## config.mk

```make
export PLATFORM = sky130hd
export DESIGN_NAME = shift_pipelined
export DESIGN_NICKNAME = d
export VERILOG_FILES = /design/src/rtl/shift_pipelined_pkg.sv /design/src/rtl/join_type.sv /design/src/rtl/shift_pipelined_stage.sv /design/src/rtl/shift_pipelined.sv
export SDC_FILE = /design/constraint.sdc
export NUM_CORES = 1
export LEC_CHECK = 0
export BUFFER_PORTS_ARGS = -buffer_cell sky130_fd_sc_hd__buf_4
export CAP_MARGIN = 20
export CORE_UTILIZATION = 55
export CTS_CLUSTER_DIAMETER = 30
export DETAILED_ROUTE_END_ITERATION = 6
export GPL_TIMING_DRIVEN = 0
export PLACE_DENSITY = 0.8
export SYNTH_ARGS = -nofsm -noshare
export SYNTH_HDL_FRONTEND = slang
export SYNTH_HIERARCHICAL = 1
export SYNTH_SLANG_ARGS = --single-unit
```

## constraint.sdc

```tcl
create_clock -name clk -period 5.24 [get_ports clk]
set_input_delay 0.524 -clock clk [delete_from_list [all_inputs] [get_ports clk]]
set_output_delay 0.524 -clock clk [all_outputs]
set_load 0.1 [all_outputs]
```

## src/rtl/shift_pipelined_pkg.sv

```systemverilog
// Shared definitions for the pipelined barrel shifter: shift mode encodings
// and the layer-count helper.
package shift_pipelined_pkg;

    localparam int SHIFT_SHRU  = 0;
    localparam int SHIFT_SHRSI = 1;
    localparam int SHIFT_SHLI  = 2;

    function automatic int clog2(input int value);
        int bits;
        bits = 0;
        for (int v = value - 1; v > 0; v = v >> 1) begin
            bits++;
        end
        return bits;
    endfunction

endpackage

```

## src/rtl/join_type.sv

```systemverilog
// N-way token join: the output fires only when every input is valid, and an
// input is accepted only together with all the others.
module join_type #(
    parameter int SIZE = 2
) (
    input  logic [SIZE-1:0] ins_valid,
    output logic [SIZE-1:0] ins_ready,
    output logic            out_valid,
    input  logic            out_ready
);

    always_comb begin
        out_valid = &ins_valid;
        ins_ready = '0;
        // Input i is ready when the consumer is ready and all *other* inputs are valid.
        for (int i = 0; i < SIZE; i++) begin
            ins_ready[i] = out_ready & (&(ins_valid | (SIZE'(1) << i)));
        end
    end

endmodule

```

## src/rtl/shift_pipelined_stage.sv

```systemverilog
// One pipeline stage of the log shifter: applies layers FIRST_LAYER ..
// FIRST_LAYER+NUM_LAYERS-1 and either registers the token or passes it through.
module shift_stage
    import shift_pipelined_pkg::*;
#(
    parameter int DATA_TYPE   = 32,
    parameter int SHIFT_MODE  = SHIFT_SHRU,
    parameter int AMT_W       = 5,
    parameter int FIRST_LAYER = 0,
    parameter int NUM_LAYERS  = 1,
    parameter int REGISTERED  = 1
) (
    input  logic                 clk,
    input  logic                 rst,
    input  logic                 in_valid,
    output logic                 in_ready,
    input  logic [DATA_TYPE-1:0] in_data,
    input  logic [AMT_W-1:0]     in_amt,
    input  logic                 in_over,
    output logic                 out_valid,
    input  logic                 out_ready,
    output logic [DATA_TYPE-1:0] out_data,
    output logic [AMT_W-1:0]     out_amt,
    output logic                 out_over
);

    logic [DATA_TYPE-1:0] shifted;

    always_comb begin
        shifted = in_data;
        for (int k = 0; k < NUM_LAYERS; k++) begin
            if (in_amt[FIRST_LAYER + k]) begin
                case (SHIFT_MODE)
                    SHIFT_SHRSI: shifted = $signed(shifted) >>> (1 << (FIRST_LAYER + k));
                    SHIFT_SHLI:  shifted = shifted << (1 << (FIRST_LAYER + k));
                    default:     shifted = shifted >> (1 << (FIRST_LAYER + k));
                endcase
            end
        end
    end

    generate
        if (REGISTERED != 0) begin : g_reg
            logic                 valid_q;
            logic [DATA_TYPE-1:0] data_q;
            logic [AMT_W-1:0]     amt_q;
            logic                 over_q;

            // Load when empty or when the held token leaves this cycle.
            assign in_ready = ~valid_q | out_ready;

            always_ff @(posedge clk or posedge rst) begin
                if (rst) begin
                    valid_q <= 1'b0;
                    data_q  <= '0;
                    amt_q   <= '0;
                    over_q  <= 1'b0;
                end else if (in_ready) begin
                    valid_q <= in_valid;
                    if (in_valid) begin
                        data_q <= shifted;
                        amt_q  <= in_amt;
                        over_q <= in_over;
                    end
                end
            end

            assign out_valid = valid_q;
            assign out_data  = data_q;
            assign out_amt   = amt_q;
            assign out_over  = over_q;
        end else begin : g_comb
            assign in_ready  = out_ready;
            assign out_valid = in_valid;
            assign out_data  = shifted;
            assign out_amt   = in_amt;
            assign out_over  = in_over;
        end
    endgenerate

endmodule

```

## src/rtl/shift_pipelined.sv

```systemverilog
// Elastic barrel shifter: joins lhs/rhs tokens and shifts lhs by rhs through
// NUM_STAGES registered stages with valid/ready back-pressure.
module shift_pipelined
    import shift_pipelined_pkg::*;
#(
    parameter int DATA_TYPE  = 32,
    parameter int SHIFT_MODE = SHIFT_SHRU,
    parameter int NUM_STAGES = 2
) (
    input  logic                 clk,
    input  logic                 rst,
    input  logic [DATA_TYPE-1:0] lhs,
    input  logic                 lhs_valid,
    output logic                 lhs_ready,
    input  logic [DATA_TYPE-1:0] rhs,
    input  logic                 rhs_valid,
    output logic                 rhs_ready,
    output logic [DATA_TYPE-1:0] result,
    output logic                 result_valid,
    input  logic                 result_ready
);

    // Valid/ready: a token moves across a boundary on a clock edge where both
    // valid and ready are high; valid never depends on ready of the same boundary.
    localparam int LAYERS = clog2(DATA_TYPE);
    localparam int NS     = (NUM_STAGES == 0) ? 1 : NUM_STAGES;
    localparam int BASE   = LAYERS / NS;
    localparam int REM    = LAYERS % NS;
    localparam logic [DATA_TYPE-1:0] WIDTH_VAL = DATA_TYPE'(DATA_TYPE);

    logic                 stage_valid [0:NS];
    logic                 stage_ready [0:NS];
    logic [DATA_TYPE-1:0] stage_data  [0:NS];
    logic [LAYERS-1:0]    stage_amt   [0:NS];
    logic                 stage_over  [0:NS];
    logic [1:0]           join_ready;

    join_type #(.SIZE(2)) u_join (
        .ins_valid ({rhs_valid, lhs_valid}),
        .ins_ready (join_ready),
        .out_valid (stage_valid[0]),
        .out_ready (stage_ready[0])
    );

    assign lhs_ready     = join_ready[0];
    assign rhs_ready     = join_ready[1];
    assign stage_data[0] = lhs;
    assign stage_amt[0]  = rhs[LAYERS-1:0];
    // Over-shift is judged on the full rhs width, never on the truncated amount.
    assign stage_over[0] = (rhs >= WIDTH_VAL);

    generate
        for (genvar i = 0; i < NS; i++) begin : g_stage
            shift_stage #(
                .DATA_TYPE   (DATA_TYPE),
                .SHIFT_MODE  (SHIFT_MODE),
                .AMT_W       (LAYERS),
                .FIRST_LAYER (i * BASE + ((i < REM) ? i : REM)),
                .NUM_LAYERS  (BASE + ((i < REM) ? 1 : 0)),
                .REGISTERED  ((NUM_STAGES == 0) ? 0 : 1)
            ) u_stage (
                .clk       (clk),
                .rst       (rst),
                .in_valid  (stage_valid[i]),
                .in_ready  (stage_ready[i]),
                .in_data   (stage_data[i]),
                .in_amt    (stage_amt[i]),
                .in_over   (stage_over[i]),
                .out_valid (stage_valid[i+1]),
                .out_ready (stage_ready[i+1]),
                .out_data  (stage_data[i+1]),
                .out_amt   (stage_amt[i+1]),
                .out_over  (stage_over[i+1])
            );
        end
    endgenerate

    assign stage_ready[NS] = result_ready;
    assign result_valid    = stage_valid[NS];

    // Arithmetic shifts keep the sign in the MSB, so it is the over-shift fill.
    always_comb begin
        result = stage_data[NS];
        if (stage_over[NS]) begin
            if (SHIFT_MODE == SHIFT_SHRSI) begin
                result = {DATA_TYPE{stage_data[NS][DATA_TYPE-1]}};
            end else begin
                result = '0;
            end
        end
    end

endmodule

```

==> summary.txt, run 1 <==
clk_skew: 0.01066 ns
total number of vias: 4040
power per cell area: 306.9 nW/um^2
Num CTS Buffers: 9
Antenna diodes: 0
Non-Filler Instances: 659
most common cell after layout, fill and taps aside: buf_4
vias in the first global route: 3847
H-tree depth: 3
DRT antenna net count: 0
Max transition margin: 49.57%
max-cap violation count: 0
Die Footprint: 8713 um^2
I/O Pins: 104
share of layout cells above drive strength 1: 40.22%
setup TNS: 0 ns
first-pass GRT wire length: 19560 um
Least-Margin Pin Slew: 0.7557 ns
CP max stage cell: dfrtp_1
Port-buffer cells: 102
core footprint: 7888 um^2
DR vias/cell: 6.131
final core utilization: 73.02%
Max Fanout on Critical Path: 10
DR iter-0 viols: 204
Period minus WS final: 2.383 ns
endpoints failing setup: 0
# DRC: 0
CTS resizes: 0
Post-CTS Setup Bufs: 0
initial antenna violation count: 0
Root Driver: clkbuf_8
CP Launch Type: flip-flop
design area: 5759 um^2
synthesized area: 4589 um^2
post-DP HPWL: 9460 um
Yosys Warn Count: 6
Tot GR Track Use: 29.36%
RSZ-0062 raised after global routing: false
Total Wirelength: 12310 um
Reg power frac: 43.0%
CP Capture Type: output pin
Clock Latency Late Sink: 0.35 ns
average cell area after synthesis: 10.50 um^2
crit path cell chain: nand2b_4, clkbuf_1, nor2b_4, inv_2, and2_1, buf_4
width of the die: 93.35 um
Worst Hold Class: in2async
dpl cells: 643
clock-pin slew on the worst setup and hold paths: 0.08 ns
largest net degree at the start of global routing: 22
Initial Utilization: 58.19%
outcome: finished clean
placed inst area: 5538 um^2
worst hold-check slack: 0.2478 ns
max frequency: 419.6 MHz
cell row count: 32
Hold-fix buffers, CTS: 0
Slew Viols, Final: 0
NetSw: 0.5475 mW
combinational share of power: 29.7%
area grow syn2layout: 25.49%
DR WL/cell: 18.68 um
syn_nets: 506
crit share post-route: 45.48%
Clk pwr share: 27.3%
worst setup slack after layout: 2.857 ns
clock sinks: 70
CP peak stage delay: 0.42 ns
DRT Pass-1 Iters: 5
VDD IR-drop max: 0.1353 mV
Worst Path Required: 4.72 ns
Mapped Cells: 437
total power: 1.768 mW
die span in y: 93.35 um
gpl congestion: 0.9324
Pint: 1.220 mW
final count of hold timing violations: 0
CTS tree: done
Sw Share: 30.97%
Setup Crit Path Kind: reg2out
CP arrival: 1.86 ns
Pleak: 2.566 nW
nets: 621
GR Overflow Total: 0
most frequent cells in the layout: buf_4 (107), dfrtp_1 (70), o22ai_1 (50)
Clock Tree Buf Depth: 2
Place WS: 3.006 ns
-- state kept, by name, indices dropped and copies added, names as in the netlist --
name                       cells
g_stage.u_stage/out_valid      2
g_stage.u_stage/out_amt        2
g_stage.u_stage/out_over       2
g_stage.u_stage/out_data      64
-- final timing paths --
check                                                         endpoint  slack, ns                                       start  depth (start not counted)
min in group clk             g_stage[0].u_stage/out_amt[3]$_DFFE_PP0P_       0.40                                      rhs[3]                          2
setup / recovery                                             lhs_ready       2.86    g_stage[1].u_stage/out_valid$_DFFE_PP0P_                          6
hold / removal                g_stage[1].u_stage/out_valid$_DFFE_PP0P_       0.25                                         rst                          2
max in group asynchronous  g_stage[0].u_stage/out_data[20]$_DFFE_PP0P_       4.37                                         rst                          3
setup reg to reg           g_stage[0].u_stage/out_data[23]$_DFFE_PP0P_       3.29    g_stage[1].u_stage/out_valid$_DFFE_PP0P_                          7
hold reg to reg             g_stage[1].u_stage/out_data[5]$_DFFE_PP0P_       0.50  g_stage[1].u_stage/out_data[5]$_DFFE_PP0P_                          1
-- power by group through the flow --
stage                     Sequential, mW  Clock (mW)  Combinational, mW
after global placement             0.761           0              0.497
after CTS                          0.756       0.486              0.522
after floorplan                    0.727           0              0.393
after global routing               0.772       0.514              0.565
after detailed placement           0.767           0              0.518
final                              0.760       0.482              0.526
-- layer usage --
layer	GRT usage (%)	up-vias	routed length, um
met1	37.35	1934	5072
met5	0	-	0
met4	12.05	0	318
met2	50.31	189	6132
met3	3.984	38	784
li1	-	1879	-
-- worst max-delay path, delay by kind of cell (launching register included) --
| kind | cells | cell delay (ns) |
|---|---|---|
| buf+inv | 3 | 0.77 |
| flops | 1 | 0.42 |
| simple gates | 3 | 0.31 |
-- cell type report --
cell class | instances | area, um^2
clock inverter | 7 | 97.59
tap | 102 | 127.6
multi-input combinational | 312 | 2481
timing repair buffer | 104 | 820.8
fill | 560 | 2128
sequential | 70 | 1752
clock buffer | 9 | 123.9
inverter | 13 | 48.80
buffer | 42 | 307.8
Power figures use the tool's default switching activity.
==> run 2, diff against run 1 <==
ABC_AREA = 1   (was not set)
CORE_UTILIZATION = 50   (was 55)
PLACE_DENSITY = 0.77   (was 0.8)
clock period = 2 ns   (was 5.24 ns; I/O delays follow)
==> run 2 against run 1 <==
Net effect:
- clock-buffer cell count grew 2
- routed wire length is 2.7% higher
- non-clock buffer count stayed put
- register-to-register slack got worse by 3.0 ns
- worst setup slack got worse by 2.7 ns
- cell count grew 45%
- synthesized area rose by 1.8%
- core utilization down 7.5 points
- final area increased by 1.1%
- via count rose by 21%
- critical endpoint is now rhs_ready
==> summary.txt, run 2 <==
area taken by multi-input logic gates: 2267 um^2 (-8.6%)
CP max stage cell: dfrtp_2
clk_skew: 0.009113 ns (-0.001550 ns)
most frequent cells in the layout: nand2_1 (268), nand3_1 (173), buf_4 (108)
# DRC: 0 (unchanged)
design area: 5822 um^2 (+1.1%)
nets: 912 (+47%)
total number of vias: 4886 (+21%)
Initial Utilization: 52.53% (-5.7 points)
reg-to-reg slack, setup: 0.29 ns (-3.00 ns)
placed inst area: 5628 um^2 (+1.6%)
largest net degree at the start of global routing: 27 (+23%)
final core utilization: 65.48% (-7.5 points)
dpl cells: 939 (+46%)
Clock Latency Late Sink: 0.34 ns (about the same)
Fill cells: 833 (+49%)
syn_nets: 797 (+58%)
worst r2r path cells: 9 (+2)
post-DP HPWL: 10480 um (+11%)
Post-CTS Setup Bufs: 0 (unchanged)
most common cell after layout, fill and taps aside: nand2_1
max reg flops: 64 (unchanged)
CP Launch Point: g_stage[1].u_stage/out_valid$_DFFE_PP0P_
Slew Viols, Final: 0 (unchanged)
VDD IR-drop max: 0.5208 mV (+280%)
share of layout cells above drive strength 1: 20.43% (-20 points)
register area: 1753 um^2 (about the same)
endpoints failing setup: 0 (unchanged)
Worst Hold Class: in2reg
DR iter-0 viols: 358 (+75%)
Mapped Cells: 728 (+67%)
Tot GR Track Use: 27.49% (-1.9 points)
RSZ-0062 raised after global routing: false
core footprint: 8891 um^2 (+13%)
crit share post-route: 94.62%
DRT Pass-1 Iters: 6 (+1)
Port-buffer cells: 101 (-0.98%)
Worst Path Required: 1.80 ns (-2.92 ns)
CP dominant cell by count: nand2_1
Least-Margin Pin Slew: 0.5280 ns (-0.2276 ns)
Non-Filler Instances: 955 (+45%)
worst r2r src: g_stage[1].u_stage/out_valid$_DFFE_PP0P_
CTS tree: done
outcome: finished clean
gpl congestion: 0.9178 (-1.6%)
CP arrival: 1.69 ns (-0.17 ns)
cell row count: 34 (+6.3%)
CP Launch Type: flip-flop
Yosys Warn Count: 6 (unchanged)
Max Fanout on Critical Path: 10 (unchanged)
clock sinks: 70 (unchanged)
max-cap violation count: 0 (unchanged)
die span in y: 98.65 um (+5.7%)
width of the die: 98.65 um (+5.7%)
max frequency: 528.4 MHz
I/O Pins: 104 (unchanged)
Antenna diodes: 0 (unchanged)
first-pass GRT wire length: 21270 um (+8.7%)
GR Overflow Total: 0 (unchanged)
vias in the first global route: 4654 (+21%)
Critical Path Sink: rhs_ready
Max transition margin: 64.76% (+15 points)
area grow syn2layout: 24.64%
CP Capture Type: output pin
Clock Tree Buf Depth: 2 (unchanged)
Total Wirelength: 12650 um (+2.7%)
Period minus WS final: 1.892 ns
Setup Crit Path Kind: reg2out
Die Footprint: 9732 um^2 (+12%)
DR vias/cell: 5.116 (-17%)
crit path cell chain: nand2_1, clkbuf_4, inv_1, nand2_2, nand2_1, clkinvlp_4, buf_6
Root Driver: clkbuf_8
H-tree depth: 3 (unchanged)
clock-pin slew on the worst setup and hold paths: 0.07 ns (about the same)
average cell area after synthesis: 6.416 um^2 (-39%)
final count of hold timing violations: 0 (unchanged)
DRT antenna net count: 0 (unchanged)
initial antenna violation count: 0 (unchanged)
reg2reg end: g_stage[0].u_stage/out_data[12]$_DFFE_PP0P_
CP peak stage delay: 0.40 ns (-0.02 ns)
synthesized area: 4671 um^2 (+1.8%)
power per cell area: 972.5 nW/um^2 (+220%)
DR WL/cell: 13.24 um (-29%)
Pleak: 3.292 nW (+28%)
Num CTS Buffers: 9 (unchanged)
run 2: power breakdown:
| group | total, mW | switching (mW) | internal [mW] |
|---|---|---|---|
| logic | 2.74 | 2.02 | 0.724 |
| clock network | 1.00 | 0.499 | 0.504 |
| registers | 1.92 | 0.196 | 1.72 |
run 2: worst min path at each step:
stage,startpoint,end,slack (ns),cells past startpoint
after floorplan,rhs[3],g_stage[0].u_stage/out_amt[3]$_DFFE_PP0P_,0.31,2
after global placement,rhs[4],g_stage[0].u_stage/out_amt[4]$_DFFE_PP0P_,0.40,3
after detailed placement,rst,g_stage[1].u_stage/out_data[25]$_DFFE_PP0P_,0.24,2
after CTS,rhs[3],g_stage[0].u_stage/out_amt[3]$_DFFE_PP0P_,0.05,3
after global routing,rhs[3],g_stage[0].u_stage/out_amt[3]$_DFFE_PP0P_,0.04,3
final,rhs[3],g_stage[0].u_stage/out_amt[3]$_DFFE_PP0P_,0.06,3
run 2: through the flow:
| step | setup TNS, ns | setup slack, ns | hold WS, ns | total power [mW] |
|---|---|---|---|---|
| after floorplan | -1.415 | -0.04715 | 0.3096 | 4.001 |
| after global placement | 0 | 0.2964 | 0.4015 | 4.610 |
| after detailed placement | 0 | 0.2888 | 0.2432 | 4.669 |
| after CTS | 0 | 0.03109 | 0.04769 | 5.681 |
| after global routing | 0 | 0.00003086 | 0.04326 | 5.992 |
| final | 0 | 0.1076 | 0.05868 | 5.662 |
run 2: final cells by class:
cell class | instances | share of cell area [%]
Buffer | 42 | 4.922
Clock buffer | 11 | 2.600
Clock inverter | 4 | 0.3868
Inverter | 98 | 6.447
Multi-Input combinational cell | 518 | 38.94
Sequential cell | 70 | 30.11
Tap cell | 108 | 2.321
Timing Repair Buffer | 104 | 14.27
run 2: what timing repair did:
action | in CTS | in global routing
hold endpoints to repair | 19 | 0
hold buffers | 1 | 0
resized for setup | 0 | 3
endpoints found under the setup margin | 0 | 2
run 2: worst max-delay path: cells and delay by family (launching register included):
kind	cells	cell delay (ns)
buf+inv	4	0.57
flops	1	0.40
simple gates	3	0.39
run 2: routing by layer:
metal / track usage [%] / up-vias / routed length (um) / part of all wire (%)
li1: - / 2485 / - / -
met1: 33.41 / 2202 / 5517 / 44
met2: 49.57 / 176 / 6225 / 49
met3: 4.043 / 23 / 583 / 4.6
met4: 9.989 / 0 / 318 / 2.5
met5: 0 / - / 0 / 0
==> run 3, diff against run 2 <==
CORE_UTILIZATION = 55   (was 50)
PLACE_DENSITY = 0.8   (was 0.77)
clock period = 2.25 ns   (was 2 ns; I/O delays follow)
==> run 3 against run 2 <==
Net effect:
- first-iteration DRC count shrank 11%
- worst setup slack gained 0.14 ns
- core utilization rose by 5.7 points
- non-clock buffer count stayed put
- largest power group unchanged
==> summary.txt, run 3 (synthesized netlist as in run 2, its figures left out) <==
endpoints failing setup: 0 (unchanged)
CP Launch Type: flip-flop
Slew Viols, Final: 0 (unchanged)
outcome: finished clean
Clock Tree Buf Depth: 2 (unchanged)
Max Fanout on Critical Path: 10 (unchanged)
# DRC: 0 (unchanged)
setup TNS: 0 ns (unchanged)
reg-to-reg slack, setup: 0.46 ns (+0.17 ns)
clock-pin slew on the worst setup and hold paths: 0.07 ns (about the same)
area grow syn2layout: 25.15%
clock sinks: 70 (unchanged)
Initial Utilization: 56.84% (+4.3 points)
GR Overflow Total: 0 (unchanged)
DRT antenna net count: 0 (unchanged)
die span in y: 94.16 um (-4.6%)
Die Footprint: 8865 um^2 (-8.9%)
CP Capture Type: output pin
Max transition margin: 56.10% (-8.7 points)
nets: 912 (unchanged)
total number of vias: 5062 (+3.6%)
Root Driver: clkbuf_8
first-pass GRT wire length: 21700 um (+2.0%)
crit share post-route: 89.14%
max frequency: 498.6 MHz
DRT Pass-1 Iters: 6 (unchanged)
Setup Crit Path Kind: reg2out
I/O Pins: 104 (unchanged)
most frequent cells in the layout: nand2_1 (268), nand3_1 (173), buf_4 (110)
Worst Path Required: 2.03 ns (+0.23 ns)
worst r2r src: g_stage[1].u_stage/out_valid$_DFFE_PP0P_
clk_skew: 0.007374 ns (-0.001739 ns)
DR vias/cell: 5.312 (+3.8%)
Tot GR Track Use: 31.91% (+4.4 points)
Least-Margin Pin Slew: 0.6578 ns (+0.1298 ns)
share of layout cells above drive strength 1: 20.17% (-0.26 points)
DR WL/cell: 13.65 um (+3.1%)
vias in the first global route: 4767 (+2.4%)
width of the die: 94.16 um (-4.6%)
gpl congestion: 0.9173 (about the same)
max-cap violation count: 0 (unchanged)
CP arrival: 1.78 ns (+0.09 ns)
initial antenna violation count: 0 (unchanged)
CTS tree: done
CP Launch Point: g_stage[1].u_stage/out_valid$_DFFE_PP0P_
Critical Path Sink: lhs_ready
Worst Hold Class: in2reg
design area: 5846 um^2 (+0.41%)
Port-buffer cells: 101 (unchanged)
CTS resizes: 0 (unchanged)
power per cell area: 898.8 nW/um^2 (-7.6%)
H-tree depth: 3 (unchanged)
final core utilization: 71.14% (+5.7 points)
reg2reg end: g_stage[0].u_stage/out_data[10]$_DFFE_PP0P_
cell row count: 33 (-2.9%)
final count of hold timing violations: 0 (unchanged)
Antenna diodes: 0 (unchanged)
DR iter-0 viols: 319 (-11%)
Place WS: 0.5200 ns (+0.2312 ns)
RSZ-0062 raised after global routing: false
placed inst area: 5620 um^2 (-0.13%)
max reg flops: 64 (unchanged)
largest net degree at the start of global routing: 26 (-3.7%)
worst r2r path cells: 9 (unchanged)
Num CTS Buffers: 9 (unchanged)
Clock Latency Late Sink: 0.34 ns (about the same)
Total Wirelength: 13010 um (+2.8%)
VDD IR-drop max: 0.3696 mV (-29%)
post-DP HPWL: 10690 um (+2.1%)
Period minus WS final: 2.006 ns
worst setup slack after layout: 0.2443 ns (+0.1368 ns)
core footprint: 8217 um^2 (-7.6%)
most common cell after layout, fill and taps aside: nand2_1
Pleak: 3.312 nW (+0.63%)
-- run 3: layer usage --
layer | routed length [um] | vias up | part of all wire, % | GRT usage [%]
li1 | - | 2498 | - | -
met1 | 5431 | 2327 | 42 | 37.94
met2 | 6574 | 198 | 51 | 56.64
met3 | 578 | 39 | 4.4 | 4.045
met4 | 420 | 0 | 3.2 | 15.00
met5 | 0 | - | 0 | 0
-- run 3: layout make-up --
type / instances / area [um^2]
fillers: 745 / 2371
multi-input cells: 518 / 2267
flip-flops and latches: 70 / 1753
repair buffers: 104 / 823.3
inverters: 98 / 371.6
plain buffers: 42 / 284.0
clock buffers: 12 / 145.1
well taps: 105 / 131.4
clock inverters: 4 / 70.07
-- run 3: power breakdown --
group / total (mW) / switching (mW) / internal (mW)
clock network: 1.10 / 0.450 / 0.652
logic: 2.45 / 1.81 / 0.641
registers: 1.70 / 0.173 / 1.53
total: 5.25 / 2.43 / 2.82
-- run 3: repair_timing --
action | 4_1_cts | 5_1_grt
buffers inserted | 0 | 0
hold buffers | 1 | 0
endpoints found under the setup margin | 0 | 0
hold endpoints to repair | 23 | 0
-- run 3: critical path, stage by stage (launching register included) --
cell	delay (ns)
dfrtp_2	0.40
nand2_1	0.13
buf_2	0.23
inv_1	0.07
nand2_2	0.14
nand2_1	0.11
clkinvlp_4	0.07
buf_4	0.27
-- run 3: worst min-delay path by stage --
stage                start                                           to  slack (ns)  cells past startpoint
finish              rhs[4]    g_stage[0].u_stage/out_amt[4]$_DFFE_PP0P_        0.09                      3
floorplan           rhs[3]    g_stage[0].u_stage/out_amt[3]$_DFFE_PP0P_        0.33                      2
CTS                 rhs[4]    g_stage[0].u_stage/out_amt[4]$_DFFE_PP0P_        0.08                      3
detailed placement     rst  g_stage[1].u_stage/out_data[13]$_DFFE_PP0P_        0.28                      2
global route        rhs[3]    g_stage[0].u_stage/out_amt[3]$_DFFE_PP0P_        0.11                      3
global placement    rhs[3]    g_stage[0].u_stage/out_amt[3]$_DFFE_PP0P_        0.42                      3
-- run 3: per-stage QoR --
stage / power (mW) / instances / hold WS [ns]
detailed placement: 4.166 / 936 / 0.2844
floorplan: 3.556 / 728 / 0.3346
finish: 5.254 / 953 / 0.09349
CTS: 5.269 / 953 / 0.08135
global route: 5.537 / 953 / 0.1063
global placement: 4.107 / 934 / 0.4223
